$ cat src/rtl/mito_ctrl_if.sv
`default_nettype none
// ============================================================================
// mito_ctrl_if : host handshake and buffer strobe bundle for mito_ctrl
// Rev 1.0
// ============================================================================
interface mito_ctrl_if #(
  parameter int K     = 3,
  parameter int CNT_W = 8
);
  logic             start;
  logic             abort;
  logic             busy;
  logic             done;
  logic             wgt_read;
  logic             bias_read;
  logic [K-1:0]     ifm_read;
  logic             ofm_valid;
  logic [CNT_W-1:0] ofm_row;
  logic [CNT_W-1:0] ofm_col;

  modport master (
    output start, abort,
    input  busy, done, wgt_read, bias_read, ifm_read, ofm_valid, ofm_row, ofm_col
  );

  modport slave (
    input  start, abort,
    output busy, done, wgt_read, bias_read, ifm_read, ofm_valid, ofm_row, ofm_col
  );
endinterface
`default_nettype wire

$ cat src/rtl/mito_ctrl.sv
`default_nettype none
// ============================================================================
// mito_ctrl : KxK window sweep sequencer with PIPE_LAT-deep output tagging
// Rev 1.0
// ============================================================================
module mito_ctrl #(
  parameter int IMG_W    = 8,
  parameter int IMG_H    = 8,
  parameter int K        = 3,
  parameter int PIPE_LAT = 3,
  parameter int CNT_W    = 8
) (
  input wire          clk,
  input wire          rst_n,
  mito_ctrl_if.slave  bus
);

  typedef enum logic [2:0] {
    S_IDLE  = 3'd0,
    S_LD_WB = 3'd1,
    S_PRIME = 3'd2,
    S_RUN   = 3'd3,
    S_DRAIN = 3'd4,
    S_DONE  = 3'd5
  } state_t;

  localparam logic [CNT_W-1:0] C_ONE        = CNT_W'(1);
  localparam logic [CNT_W-1:0] C_PRIME_LAST = CNT_W'(K - 2);
  localparam logic [CNT_W-1:0] C_RUN_LAST   = CNT_W'(IMG_W - K);
  localparam logic [CNT_W-1:0] C_ROW_LAST   = CNT_W'(IMG_H - K);
  localparam logic [CNT_W-1:0] C_DRAIN_LAST = CNT_W'(PIPE_LAT - 1);
  // A 1-wide kernel has nothing to prime, so each row goes straight to RUN.
  localparam state_t C_ROW_ENTRY = (K > 1) ? S_PRIME : S_RUN;

  state_t           state_q, state_d;
  logic [CNT_W-1:0] row_q, row_d;
  logic [CNT_W-1:0] col_q, col_d;
  logic             busy_q, busy_d;
  logic             done_q, done_d;
  logic             wgt_q, wgt_d;
  logic             bias_q, bias_d;
  logic [K-1:0]     ifm_q, ifm_d;
  logic             flush;

  logic [PIPE_LAT-1:0] pipe_vld_q, pipe_vld_d;
  logic [CNT_W-1:0]    pipe_row_q [PIPE_LAT];
  logic [CNT_W-1:0]    pipe_row_d [PIPE_LAT];
  logic [CNT_W-1:0]    pipe_col_q [PIPE_LAT];
  logic [CNT_W-1:0]    pipe_col_d [PIPE_LAT];

  always_comb begin
    state_d = state_q;
    row_d   = row_q;
    col_d   = col_q;
    flush   = 1'b0;
    if ((state_q != S_IDLE) && bus.abort) begin
      state_d = S_IDLE;
      row_d   = '0;
      col_d   = '0;
      flush   = 1'b1;
    end else begin
      case (state_q)
        S_IDLE: begin
          if (bus.start) begin
            state_d = S_LD_WB;
            row_d   = '0;
            col_d   = '0;
          end
        end
        S_LD_WB: begin
          state_d = C_ROW_ENTRY;
          row_d   = '0;
          col_d   = '0;
        end
        S_PRIME: begin
          if (col_q == C_PRIME_LAST) begin
            state_d = S_RUN;
            col_d   = '0;
          end else begin
            col_d = col_q + C_ONE;
          end
        end
        S_RUN: begin
          if (col_q == C_RUN_LAST) begin
            col_d = '0;
            if (row_q == C_ROW_LAST) begin
              state_d = S_DRAIN;
            end else begin
              row_d   = row_q + C_ONE;
              state_d = C_ROW_ENTRY;
            end
          end else begin
            col_d = col_q + C_ONE;
          end
        end
        S_DRAIN: begin
          // col counter doubles as the drain timer
          if (col_q == C_DRAIN_LAST) begin
            state_d = S_DONE;
            col_d   = '0;
          end else begin
            col_d = col_q + C_ONE;
          end
        end
        S_DONE:  state_d = S_IDLE;
        default: state_d = S_IDLE;
      endcase
    end

    // Strobes follow the next state so they line up with the registered state.
    busy_d = (state_d != S_IDLE);
    done_d = (state_d == S_DONE);
    wgt_d  = (state_d == S_LD_WB);
    bias_d = (state_d == S_LD_WB);
    ifm_d  = {K{(state_d == S_PRIME) || (state_d == S_RUN)}};

    pipe_vld_d[0] = (state_q == S_RUN) && !flush;
    pipe_row_d[0] = pipe_vld_d[0] ? row_q : '0;
    pipe_col_d[0] = pipe_vld_d[0] ? col_q : '0;
    for (int i = 1; i < PIPE_LAT; i++) begin
      pipe_vld_d[i] = pipe_vld_q[i-1] && !flush;
      pipe_row_d[i] = flush ? '0 : pipe_row_q[i-1];
      pipe_col_d[i] = flush ? '0 : pipe_col_q[i-1];
    end
  end

  always_ff @(posedge clk or negedge rst_n) begin
    if (!rst_n) begin
      state_q    <= S_IDLE;
      row_q      <= '0;
      col_q      <= '0;
      busy_q     <= 1'b0;
      done_q     <= 1'b0;
      wgt_q      <= 1'b0;
      bias_q     <= 1'b0;
      ifm_q      <= '0;
      pipe_vld_q <= '0;
      for (int i = 0; i < PIPE_LAT; i++) begin
        pipe_row_q[i] <= '0;
        pipe_col_q[i] <= '0;
      end
    end else begin
      state_q    <= state_d;
      row_q      <= row_d;
      col_q      <= col_d;
      busy_q     <= busy_d;
      done_q     <= done_d;
      wgt_q      <= wgt_d;
      bias_q     <= bias_d;
      ifm_q      <= ifm_d;
      pipe_vld_q <= pipe_vld_d;
      for (int i = 0; i < PIPE_LAT; i++) begin
        pipe_row_q[i] <= pipe_row_d[i];
        pipe_col_q[i] <= pipe_col_d[i];
      end
    end
  end

  assign bus.busy      = busy_q;
  assign bus.done      = done_q;
  assign bus.wgt_read  = wgt_q;
  assign bus.bias_read = bias_q;
  assign bus.ifm_read  = ifm_q;
  assign bus.ofm_valid = pipe_vld_q[PIPE_LAT-1];
  assign bus.ofm_row   = pipe_row_q[PIPE_LAT-1];
  assign bus.ofm_col   = pipe_col_q[PIPE_LAT-1];

endmodule
`default_nettype wire

$ cat src/flat_wrapper.sv
// flat-port wrapper written by rule: the top's interface ports become plain ports
module mito_ctrl_flat 
#(
  parameter int IMG_W    = 8,
  parameter int IMG_H    = 8,
  parameter int K        = 3,
  parameter int PIPE_LAT = 3,
  parameter int CNT_W    = 8
)
  (clk, rst_n, bus_start, bus_abort, bus_busy, bus_done, bus_wgt_read, bus_bias_read, bus_ifm_read, bus_ofm_valid, bus_ofm_row, bus_ofm_col);
  mito_ctrl_if #(.K(K), .CNT_W(CNT_W)) bus_i ();
  input wire clk;
  input wire rst_n;
  input wire logic [$bits(bus_i.start)-1:0] bus_start;
  input wire logic [$bits(bus_i.abort)-1:0] bus_abort;
  output wire logic [$bits(bus_i.busy)-1:0] bus_busy;
  output wire logic [$bits(bus_i.done)-1:0] bus_done;
  output wire logic [$bits(bus_i.wgt_read)-1:0] bus_wgt_read;
  output wire logic [$bits(bus_i.bias_read)-1:0] bus_bias_read;
  output wire logic [$bits(bus_i.ifm_read)-1:0] bus_ifm_read;
  output wire logic [$bits(bus_i.ofm_valid)-1:0] bus_ofm_valid;
  output wire logic [$bits(bus_i.ofm_row)-1:0] bus_ofm_row;
  output wire logic [$bits(bus_i.ofm_col)-1:0] bus_ofm_col;
  assign bus_i.start = bus_start;
  assign bus_i.abort = bus_abort;
  assign bus_busy = bus_i.busy;
  assign bus_done = bus_i.done;
  assign bus_wgt_read = bus_i.wgt_read;
  assign bus_bias_read = bus_i.bias_read;
  assign bus_ifm_read = bus_i.ifm_read;
  assign bus_ofm_valid = bus_i.ofm_valid;
  assign bus_ofm_row = bus_i.ofm_row;
  assign bus_ofm_col = bus_i.ofm_col;
  mito_ctrl #(.IMG_W(IMG_W), .IMG_H(IMG_H), .K(K), .PIPE_LAT(PIPE_LAT), .CNT_W(CNT_W)) u_core (.clk(clk), .rst_n(rst_n), .bus(bus_i));
endmodule
$ cat config.mk
export PLATFORM = sky130hd
export DESIGN_NAME = mito_ctrl_flat
export DESIGN_NICKNAME = d
export VERILOG_FILES = /design/src/rtl/mito_ctrl_if.sv /design/src/rtl/mito_ctrl.sv /design/src/flat_wrapper.sv
export SDC_FILE = /design/constraint.sdc
export NUM_CORES = 1
export LEC_CHECK = 0
export BUFFER_PORTS_ARGS = -buffer_cell sky130_fd_sc_hd__buf_2
export CAP_MARGIN = 20
export CELL_PAD_IN_SITES_DETAIL_PLACEMENT = 0
export CELL_PAD_IN_SITES_GLOBAL_PLACEMENT = 1
export CORE_MARGIN = 2
export CORE_UTILIZATION = 50
export DETAILED_ROUTE_END_ITERATION = 10
export GPL_TIMING_DRIVEN = 0
export PLACE_DENSITY_LB_ADDON = 0.1
export SYNTH_ARGS = -nofsm -noshare
export SYNTH_HDL_FRONTEND = slang
export SYNTH_SLANG_ARGS = --single-unit
$ cat constraint.sdc
create_clock -name clk -period 3.26 [get_ports clk]
set_input_delay 0 -clock clk [delete_from_list [all_inputs] [get_ports clk]]
set_output_delay 0 -clock clk [all_outputs]
set_load 0.01 [all_outputs]
==> Word level (Yosys, flattened, before mapping) <==
Index checks and enable logic that the tools add are counted.
{ "op_classes": {"n_addsub": 2, "n_mul": 0, "div": 0, "n_lt_le_gt_ge": 0, "n_eq_ne": 15, "shift": 0, "mux": 24, "bitwise": 0, "n_reduce_logical": 13} }
{ "ops": {"columns": ["cell", "n"], "rows": [
  ["$mux W8", 14],
  ["$pmux W8 S5", 1],
  ["$pmux W8 S3", 1],
  ["$mux W3", 6],
  ["$add A8 B1 Y8 const B", 2],
  ["$eq A8 B3 Y1 const B", 2],
  ["$pmux W3 S5", 1],
  ["$eq A3 B2 Y1 const B", 4],
  ["$eq A8 B1 Y1 const B", 1],
  ["$eq A8 B2 Y1 const B", 1],
  ["$eq A3 B1 Y1 const B", 2],
  ["$eq A3 B3 Y1 const B", 2],
  ["$ne A3 B2 Y1 const B", 2],
  ["$reduce_bool A3 Y1", 2],
  ["$reduce_bool A6 Y1", 1],
  ["$logic_and A1 B1 Y1", 4],
  ["$reduce_and A4 Y1", 1],
  ["$reduce_bool A4 Y1", 1],
  ["$logic_not A3 Y1", 1],
  ["$ne A3 B1 Y1 const B", 1],
  ["$reduce_and A2 Y1", 1],
  ["$logic_not A1 Y1", 1],
  ["$logic_or A1 B1 Y1", 1],
  ["$mux W1", 1]
]} }
{ "word_totals": {"ff_bits": 74, "latch_bits": 0, "ram_bits": 0, "mem_bits_ro": 0, "inputBits": 4, "out_inout_bits": 24, "n_memories": 0} }

==> Longest topological paths before layout <==
Gate-level depths: netlist of run 1.
{ "logic_depth": {"depth_word": 7, "ltp_mapped": 8} }

==> Least setup slack after synthesis of run 1 <==
No wires, ideal clock.
{ "synth_timing": {"path_kind": "register to register", "startpoint": "register u_core.col_q[5]", "endpoint": "register u_core.row_q[7]", "setup_ps": 124, "arrival_time_ps": 2120, "required_ps": 3136, "path_slack_ps": 1016, "path_stages_with_launch": 6, "path_cell_list": "dfrtp_1 or3_4 or4_4 o21a_1 or2_2 a211o_1"} }
{ "synth_via": {"elab_chain_cells": 3} }
{ "synth_lines": {"columns": ["element", "line", "source"], "rows": [
  ["from (decl)", "mito_ctrl.sv:37", "logic [CNT_W-1:0] col_q, col_d;"],
  ["from (signal assigned)", "mito_ctrl.sv:145", "col_q <= col_d;"],
  ["$eq A8 B3 Y1", "mito_ctrl.sv:84", "if (col_q == C_RUN_LAST) begin"],
  ["$ne A3 B1 Y1 (no source line)", null, null],
  ["$reduce_and A4 Y1 (no source line)", null, null],
  ["to (signal assigned)", "mito_ctrl.sv:144", "row_q <= row_d;"],
  ["to (decl)", "mito_ctrl.sv:36", "logic [CNT_W-1:0] row_q, row_d;"]
]} }
Every way passes these cells.
A chain may end at the register's enable or synchronous reset.

==> Worst setup path after layout of run 1 <==
Same ends and word-level chain as after synthesis.

==> impl_metrics.toml, run 1 <==
[route]
first_pass_iters = 4
viasPerCell = 5.00
drc = 0
wl_per_cell_um = 12.6
final_antenna_net_count = 0
drt_wl_total_mm = 5.07
drt-initial-drc-count = 89
vias = 2015

[synth]
synth_nets = 292
synth_compound_area_frac = 0.0708
synthAdderAreaFrac = 0.0229
synth_top_family_by_area = "simple AND/OR/NAND/NOR gates"
netlist_area_mm2 = 0.00316
synth_cell_types = 46
syn_inst = 283
synth_area_leaders = "dfrtp_1, and2_1, buf_4, ha_1, o21ai_0"
yosys_register_bits = 74
synth_area_per_cell_um2 = 11.2
async_reset_ff_frac = 1.00
synth-xor-area-share = 0.0111
synth_flop_cell = "dfrtp_1"
yosys.area.top_type = "dfrtp_1"
synth.mux.area_fraction = 0
synth_edf_count = 0
synth-simple-area-share = 0.225
yosysSeqAreaShare = 0.585
synth.top_cell.area_share = 0.585
yosysWarnings = 0

[grt]
track_usage = 0.161
grt_antenna_before_repair = 0
grt_max_degree = 75
grt_pass1_wl_mm = 8.83
grt-ovfl-total = 0
grt_pass1_vias = 1862

[clocking]
htree_levels = 3
cts_root_buffer = "clkbuf_8"
clkLatencyLatePin_ps = 330
cts_tree = "yes"
path_clk_slew_ps = 80
cts_resized = 0
clock-sinks = 74
clock_path_buffers = 2
numCtsBuffers = 9
post-cts-setup-buffers = 0

[sta]
relSlewSlack = 0.337
hold_viol = 0
setup_tns_ps = 0
fin_ws_ps = 848
finalSetupViolations = 0
fmax_mhz = 415
holdWs_ps = 73.3
slew_viol_final = 0
fin_skew_ps = 5.00
fin_crit_ps = 2410
rsz0062_at_grt = "false"
period_share = 0.740
worst_pin_slew_ps = 979

[cells_and_area]
nFillCells = 522
final_area_mm2 = 0.00361
final_nets = 332
stdcell_count = 403
final_util = 0.599
area_growth_pct = 14.1
layout-drive-gt1-share = 0.244
diodes = 0

[power]
p_leak_nw = 1.82
power_mw = 2.01
power_density_mw_per_mm2 = 556
ir_worst_vdd_v = 0.000342

[floorplan]
num_rows = 28
die_y_um = 83.6
initial_core_util = 0.525
coreArea_mm2 = 0.00603
io_pins = 28
dieArea_mm2 = 0.00698
die_w_um = 83.6

[setup_path]
worstSetupStartpointType = "flip-flop"
cp.required_ps = 3480
cp_max_fo = 7
cp.arrival_ps = 2630
endpoint_kind = "flip-flop"
path_class = "flip-flop to flip-flop"

[run_status]
status = "complete, no violations"

[place]
hpwl_mm = 3.50
dp_slack_ps = 859
numPortBuffers = 27
placed_area_mm2 = 0.00340
dp_cells = 385
gp_congestion = 0.849

[hold_path]
hp-class = "input port to flip-flop"

[flow_run]
cap_violations = 0
==> metal layers <==
layer / track usage / routed length [µm] / up-vias
li1: - / - / 1012
met1: 0.225 / 2490 / 947
met2: 0.239 / 2250 / 47
met3: 0.0386 / 244 / 9
met4: 0.0777 / 79 / 0
met5: 0 / 0 / -
==> power breakdown <==
| part | internal (mW) | switching, mW | leakage, nW | total (mW) |
|---|---|---|---|---|
| logic | 0.124 | 0.219 | 0.706 | 0.343 |
| registers | 0.952 | 0.0221 | 1.03 | 0.974 |
| clock network | 0.355 | 0.333 | 0.0889 | 0.688 |
| total | 1.43 | 0.574 | 1.82 | 2.01 |
==> cell type report <==
| class | instances | area, µm² | area share |
|---|---|---|---|
| inverter | 10 | 37.5 | 0.0104 |
| tap | 75 | 93.8 | 0.0260 |
| multi-input combinational | 167 | 1040 | 0.289 |
| buffer | 32 | 233 | 0.0645 |
| timing repair buffer | 29 | 158 | 0.0437 |
| clock inverter | 6 | 66.3 | 0.0184 |
| clock buffer | 10 | 128 | 0.0354 |
| sequential | 74 | 1850 | 0.513 |
==> kinds of logic after synthesis <==
| logic type | Yosys count |
|---|---|
| compound gates | 35 |
| buf+inv | 42 |
| fa+ha+maj | 6 |
| flops | 74 |
| xor+xnor | 4 |
| simple gates | 122 |
==> state kept, by name (all words and copies together), names as in the netlist <==
register,flops
u_core.state_q,3
u_core.bus.ifm_read,1
u_core.row_q,8
u_core.bus.ofm_col,8
u_core.bus.wgt_read,1
u_core.col_q,8
u_core.pipe_col_q,16
u_core.bus.busy,1
u_core.bus.ofm_row,8
u_core.pipe_vld_q,3
u_core.bus.done,1
u_core.pipe_row_q,16
==> synthesized netlist by cell type, types with 2 or more instances <==
cell type	count
nor2b_1	2
a31oi_1	3
nand3_1	7
nor2_1	12
clkbuf_8	3
dfrtp_1	74
nand3b_1	2
nand2_1	14
or4_2	2
clkbuf_1	7
buf_4	21
o31ai_1	2
or3_1	2
o21ai_0	12
and2_1	44
a211o_1	3
o21a_1	2
xnor2_1	3
ha_1	5
inv_1	10
a21oi_1	5
nor4_1	9
nor3_1	7
nor3b_1	2
or2_2	4
and3_1	6
==> path summary, 6_finish.rpt <==
kind / start / slack (ps) / cells past startpoint / endpoint
worst min-delay path: bus_abort / 70 / 3 / u_core.pipe_col_q[19]$_DFF_PN0_
worst max register to register: u_core.col_q[5]$_DFFE_PN0P_ / 850 / 5 / u_core.row_q[7]$_DFFE_PN0P_
worst max-delay path: u_core.col_q[5]$_DFFE_PN0P_ / 850 / 5 / u_core.row_q[7]$_DFFE_PN0P_
min in group asynchronous: rst_n / 330 / 2 / u_core.col_q[0]$_DFFE_PN0P_
worst min register to register: u_core.pipe_col_q[20]$_DFF_PN0_ / 450 / 1 / u_core.pipe_col_q[12]$_DFF_PN0_
max in group asynchronous: rst_n / 2360 / 2 / u_core.pipe_col_q[11]$_DFF_PN0_
==> worst max-delay path: stages (launching register included) <==
cell and delay (ps):
dfrtp_1 450, or3_4 430, or4_4 540, o21a_1 270, or2_2 310, a211o_1 300
==> cell usage in the layout (no fill, tap or decap), drive strengths merged, types with 2 or more instances in the layout <==
cell type,count
a211o,4
a21oi,5
a31oi,3
and2,45
and3,6
buf,48
clkbuf,21
clkinvlp,3
dfrtp,74
dlygate4sd3,2
ha,5
inv,11
nand2,14
nand3,7
nand3b,2
nor2,12
nor2b,2
nor3,7
nor3b,2
nor4,9
o21a,2
o21ai,13
o31ai,2
or2,4
or3,3
or4,4
xnor2,3
==> what timing repair did <==
item	in CTS	in global routing
endpoints found under the hold margin	75	0
hold buffers	2	0
setup endpoints to repair	0	0
(Power assumes the default switching activity.)
==> run 2: changes to the inputs <==
--- a/config.mk
+++ b/config.mk
@@ -5,12 +5,13 @@
 export SDC_FILE = /design/constraint.sdc
 export NUM_CORES = 1
 export LEC_CHECK = 0
+export ABC_AREA = 1
 export BUFFER_PORTS_ARGS = -buffer_cell sky130_fd_sc_hd__buf_2
 export CAP_MARGIN = 20
 export CELL_PAD_IN_SITES_DETAIL_PLACEMENT = 0
 export CELL_PAD_IN_SITES_GLOBAL_PLACEMENT = 1
 export CORE_MARGIN = 2
-export CORE_UTILIZATION = 50
+export CORE_UTILIZATION = 40
 export DETAILED_ROUTE_END_ITERATION = 10
 export GPL_TIMING_DRIVEN = 0
 export PLACE_DENSITY_LB_ADDON = 0.1
==> constraint.sdc (replaced) <==
create_clock -name clk -period 2.2 [get_ports clk]
set_input_delay 0 -clock clk [delete_from_list [all_inputs] [get_ports clk]]
set_output_delay 0 -clock clk [all_outputs]
set_load 0.01 [all_outputs]
==> run 2 against run 1 <==
  * Sequential power grew 49%
  * Die area grew 33%
  * Utilization shrank 12 points
  * Final cell count grew 39%
  * Synthesized area grew 8.1%
  * Global-route usage shrank 0.97 points
  * Register-to-register slack lost 320 ps
  * Maximum frequency grew 44%
  * Highest routed layer unchanged
==> impl_metrics.toml, run 2 <==
[run_status]
status = "complete, no violations"

[floorplan]
io_pins = 28
die_w_um = 96.5
coreArea_mm2 = 0.00826
die_y_um = 96.5
num_rows = 33
initial_core_util = 0.414
dieArea_mm2 = 0.00931

[synth]
synth_edf_count = 0
synth_area_leaders = "dfrtp_1, nand2_1, nor2_1, inv_1, buf_4"
syn_inst = 408
synth_area_per_cell_um2 = 8.38
yosysSeqAreaShare = 0.541
synth_cell_types = 27
async_reset_ff_frac = 1.00
synth_nets = 417
yosys_register_bits = 74
yosysWarnings = 0
yosys.area.top_type = "dfrtp_1"
synth_most_common_cell = "nand2_1"
synth_common_cells = "nand2_1, nor2_1, dfrtp_1"
synth.top_cell.area_share = 0.541
netlist_area_mm2 = 0.00342
synth_flop_cell = "dfrtp_1"

[route]
wl_per_cell_um = 11.0
vias = 2405
final_antenna_net_count = 0
drc = 0
viasPerCell = 4.30
first_pass_iters = 4
drt_wl_total_mm = 6.17
drt-initial-drc-count = 92

[sta]
worst_pin_slew_ps = 421
hold_viol = 0
holdWs_ps = 69.1
rsz0062_at_grt = "false"
setup_tns_ps = 0
finalSetupViolations = 0
slew_viol_final = 0
relSlewSlack = 0.719
fmax_mhz = 597
fin_crit_ps = 1680
fin_ws_ps = 525
period_share = 0.762
fin_skew_ps = 10.4

[setup_path]
cpMostUsedCell = "nand2_1"
worst_path_largest_cell_delay_ps = 450
r2r_cells = 8
endpoint_kind = "flip-flop"
cp_max_fo = 7
path_cells = "inv_1 > ha_1 > nand3_2 > nor2_4 > o21ai_2 > a21oi_2 > nand2_1 > nand2_1"
path_class = "flip-flop to flip-flop"
cp.required_ps = 2480
r2r_start = "u_core.col_q[1]$_DFFE_PN0P_"
worstSetupStartpointType = "flip-flop"
r2r_setup_slack_ps = 520
crit_buf_inv = 1
crit_family = "simple AND/OR/NAND/NOR gates"
slowest_stage = "dfrtp_1"
cp.arrival_ps = 1960
r2r_end = "u_core.row_q[4]$_DFFE_PN0P_"

[grt]
met2_usage = 0.250
busiest_layer = "met2"
grt_pass1_vias = 2217
met3_usage = 0.0465
grt-ovfl-total = 0
grt_pass1_wl_mm = 10.5
grt_max_degree = 56
grt_util_met1 = 0.193
track_usage = 0.152
grt_antenna_before_repair = 0

[clocking]
cts_root_buffer = "clkbuf_8"
htree_levels = 3
holdBufCountCts = 2
cts_resized = 0
clock-sinks = 74
clkLatencyLatePin_ps = 340
numCtsBuffers = 9
path_clk_slew_ps = 90
post-cts-setup-buffers = 0
clock_path_buffers = 2
cts_tree = "yes"

[power]
ir_worst_vdd_v = 0.000442
power_density_mw_per_mm2 = 842
p_leak_nw = 2.13

[place]
hpwl_mm = 4.39
dp_slack_ps = 510
gp_congestion = 0.795
numPortBuffers = 27

[cells_and_area]
final_common_cell = "nand2_1"
reg_top3 = "u_core.pipe_col_q x16, u_core.pipe_row_q x16"
area_growth_pct = 16.3
final_util = 0.482
final_nets = 458
mostFrequentLayoutCells = "nand2_1, nor2_1, dfrtp_1, inv_1, buf_2"
layout-drive-gt1-share = 0.200
diodes = 0

[hold_path]
hp-class = "input port to asynchronous set/reset pin"

[flow_run]
cap_violations = 0
## run 2: cell count changes after synthesis, sizes merged, moves of 9 or more
cell / delta
nand2: +81
nor2: +73
inv: +66
and2: -45
nand3: +19
clkbuf: -10
nor4: -9
## run 2: final cells by class
class	count	area, µm²
Buffer	26	204
Clock buffer	10	128
Clock inverter	6	115
Fill cell	823	4280
Inverter	76	285
Multi-Input combinational cell	232	1080
Sequential cell	74	1850
Tap cell	105	131
Timing Repair Buffer	30	185
## run 2: how the worst max path moves through the flow
stage	startpoint	end	slack, ps	depth (start not counted)
3_3_place_gp	u_core.col_q[1]$_DFFE_PN0P_	u_core.row_q[4]$_DFFE_PN0P_	540	8
3_5_place_dp	u_core.col_q[1]$_DFFE_PN0P_	u_core.row_q[4]$_DFFE_PN0P_	510	8
6_report	u_core.col_q[1]$_DFFE_PN0P_	u_core.row_q[4]$_DFFE_PN0P_	520	8
5_1_grt	u_core.col_q[1]$_DFFE_PN0P_	u_core.row_q[4]$_DFFE_PN0P_	360	8
2_1_floorplan	u_core.col_q[1]$_DFFE_PN0P_	u_core.row_q[7]$_DFFE_PN0P_	790	8
4_1_cts	u_core.col_q[1]$_DFFE_PN0P_	u_core.row_q[4]$_DFFE_PN0P_	490	8
## run 2: cells by family (layout without fill, tap and decap cells)
kind of cell,count (synthesis),count (layout),share of synthesized area
buffers and inverters,102,148,0.143
DFF,74,74,0.541
and+or+nand+nor,211,211,0.262
xor gates and xnor gates,2,2,0.00512
AOI/OAI and AO/OA,14,14,0.0304
adders and majority gates,5,5,0.0183
## run 2: worst reg2reg max path, cell delays in order, from the launching register on
cell,delay (ps)
dfrtp_1,450
inv_1,100
ha_1,180
nand3_2,100
nor2_4,190
o21ai_2,100
a21oi_2,320
nand2_1,100
nand2_1,80
## run 2: metal layers
layer,share of wire,vias up
met5,0,-
met4,0.011,0
met3,0.038,6
met2,0.47,41
met1,0.48,1083
li1,-,1275
## run 2: report_power, final
part	leakage (nW)	internal [mW]	switching [mW]	total (mW)
clock	0.117	0.758	0.520	1.28
sequential	1.03	1.41	0.0456	1.45
combinational	0.986	0.207	0.415	0.622
total	2.13	2.37	0.980	3.35
## run 2: metrics by stage
stage                     power [mW]  area (µm²)  instances
after floorplan                 1.90        3420        408
after global placement          2.10        3690        540
after detailed placement        2.11        3720        541
after CTS                       3.42        3980        559
after global routing            3.54        3980        559
final                           3.35        3980        559
==> run 3: changes to the inputs <==
==> constraint.sdc (replaced) <==
create_clock -name clk -period 1.4 [get_ports clk]
set_input_delay 0 -clock clk [delete_from_list [all_inputs] [get_ports clk]]
set_output_delay 0 -clock clk [all_outputs]
set_load 0.01 [all_outputs]
==> run 3 against run 2 <==
  * Register-to-register slack got worse by 600 ps
  * Worst hold slack worse by 14 ps
  * The flow now finishes with violations (negative setup slack)
  * First-iteration DRC count shrank 26%
  * Critical path type unchanged
  * Clock skew fell by 1.1 ps
  * Utilization up 3.7 points
  * Maximum frequency rose by 14%
  * Sequential power up 57%
  * Die area stayed put
==> impl_metrics.toml, run 3 (same netlist as run 2, synthesis figures left out) <==
[power]
intPower_mw = 3.91
power_frac_seq = 0.407
p_leak_nw = 2.27
power_switching_mw = 1.66
power_mw = 5.57
power_density_mw_per_mm2 = 1300
clkPwrFrac = 0.365
swShare = 0.297
p_comb_frac = 0.228
ir_worst_vdd_v = 0.000761

[clocking]
clkLatencyLatePin_ps = 340
numCtsBuffers = 9
cts_tree = "yes"
cts_root_buffer = "clkbuf_8"
htree_levels = 3
path_clk_slew_ps = 90
clock-sinks = 74
clock_path_buffers = 2

[route]
first_pass_iters = 4
final_antenna_net_count = 0
drc = 0
wl_per_cell_um = 11.0
drt-initial-drc-count = 68
vias = 2473
viasPerCell = 4.25
drt_wl_total_mm = 6.39

[cells_and_area]
area_growth_pct = 25.2
mostFrequentLayoutCells = "nand2_1, nor2_1, dfrtp_1, inv_1, buf_4"
reg_top3 = "u_core.pipe_col_q x16, u_core.pipe_row_q x16"
final_area_mm2 = 0.00428
multiInputGateArea_mm2 = 0.00119
final_nets = 481
register_area_mm2 = 0.00186
final_util = 0.519
diodes = 0
stdcell_count = 582
layout-drive-gt1-share = 0.287
nFillCells = 797
final_common_cell = "nand2_1"

[setup_path]
cp.required_ps = 1630
r2r_start = "u_core.col_q[1]$_DFFE_PN0P_"
path_class = "flip-flop to flip-flop"
r2r_cells = 10
endpoint_kind = "flip-flop"
cp_max_fo = 5
cp.arrival_ps = 1700
r2r_end = "u_core.bus.busy$_DFF_PN0_"
r2r_setup_slack_ps = -80
worstSetupStartpointType = "flip-flop"

[floorplan]
die_y_um = 96.5
num_rows = 33
io_pins = 28
dieArea_mm2 = 0.00931
coreArea_mm2 = 0.00826
initial_core_util = 0.414
die_w_um = 96.5

[sta]
relSlewSlack = 0.713
worst_pin_slew_ps = 431
hold_viol = 0
period_share = 1.05
fmax_mhz = 678
fin_skew_ps = 9.24
fin_crit_ps = 1480
slew_viol_final = 0
fin_ws_ps = -75.3
finalSetupViolations = 14
rsz0062_at_grt = "true"

[run_status]
status = "finished, violations left"
violations = "negative setup slack"

[grt]
grt_pass1_wl_mm = 10.8
grt-ovfl-total = 0
grt_max_degree = 60
track_usage = 0.155
grt_pass1_vias = 2283
grt_antenna_before_repair = 0

[hold_path]
hp-class = "input port to asynchronous set/reset pin"

[place]
hpwl_mm = 4.26
numPortBuffers = 27
dp_cells = 541
placed_area_mm2 = 0.00372
dp_slack_ps = -262
gp_congestion = 0.831

[flow_run]
cap_violations = 0
-- run 3: changes by cell type in the layout (fill, tap and decap cells not counted), sizes merged --
cell    previous run  this run
buf               53        76
clkbuf            11        10
clkinv             2         1
inv               76        78
-- run 3: worst max path at each step --
stage | startpoint | end | slack, ps | depth (start not counted)
4_1_cts | u_core.col_q[1]$_DFFE_PN0P_ | u_core.row_q[5]$_DFFE_PN0P_ | -80 | 8
2_1_floorplan | u_core.col_q[1]$_DFFE_PN0P_ | u_core.row_q[7]$_DFFE_PN0P_ | 8 | 8
6_report | u_core.col_q[1]$_DFFE_PN0P_ | u_core.bus.busy$_DFF_PN0_ | -80 | 10
3_3_place_gp | u_core.col_q[1]$_DFFE_PN0P_ | u_core.row_q[4]$_DFFE_PN0P_ | -280 | 8
3_5_place_dp | u_core.col_q[1]$_DFFE_PN0P_ | u_core.row_q[7]$_DFFE_PN0P_ | -260 | 8
5_1_grt | u_core.state_q[1]$_DFF_PN0_ | u_core.row_q[7]$_DFFE_PN0P_ | -210 | 7
-- run 3: per-stage QoR --
stage                     setup TNS, ps  hold WS (ps)
after floorplan                       0          -296
after global placement           -10120           284
after detailed placement          -3090          -116
after CTS                          -652          42.8
after global routing              -3570          61.1
final                              -608          55.1
-- run 3: worst max-delay path, cell delays in order (launching register included) --
cell and delay (ps):
dfrtp_1 400, inv_2 80, ha_4 140, nand3_4 70, nor2_4 170, buf_4 150
nor2_4 40, nor2_1 100, nand2_2 80, nand2_1 80, nand3_1 60
-- run 3: power by group through the flow --
stage | Combinational (mW) | Clock [mW] | Sequential [mW]
global route | 1.40 | 2.19 | 2.28
detailed placement | 1.00 | 0 | 2.33
floorplan | 0.662 | 0 | 2.33
finish | 1.27 | 2.03 | 2.27
global placement | 0.990 | 0 | 2.32
CTS | 1.20 | 2.09 | 2.27
-- run 3: layout make-up --
type                       instances  share of cell area
sequential                        74               0.434
timing repair buffer              53              0.0844
buffer                            26              0.0479
clock inverter                     7              0.0289
tap                              105              0.0307
clock buffer                       9              0.0289
multi-input combinational        232               0.278
inverter                          76              0.0672
-- run 3: per-layer routing --
metal | vias to the layer above | track usage | wire length (µm) | share of wire
met1 | 1104 | 0.194 | 3090 | 0.48
met3 | 4 | 0.0465 | 220 | 0.034
li1 | 1319 | - | - | -
met5 | - | 0 | 0 | 0
met4 | 0 | 0.0458 | 48 | 0.0075
met2 | 46 | 0.262 | 3030 | 0.47
-- run 3: timing repair --
action | 4_1_cts | 5_1_grt
hold endpoints to repair | 75 | 0
setup endpoints to repair | 42 | 45
hold buffers | 2 | 0
resized for setup | 15 | 22
buffers inserted | 14 | 9
pin swaps | 23 | 15
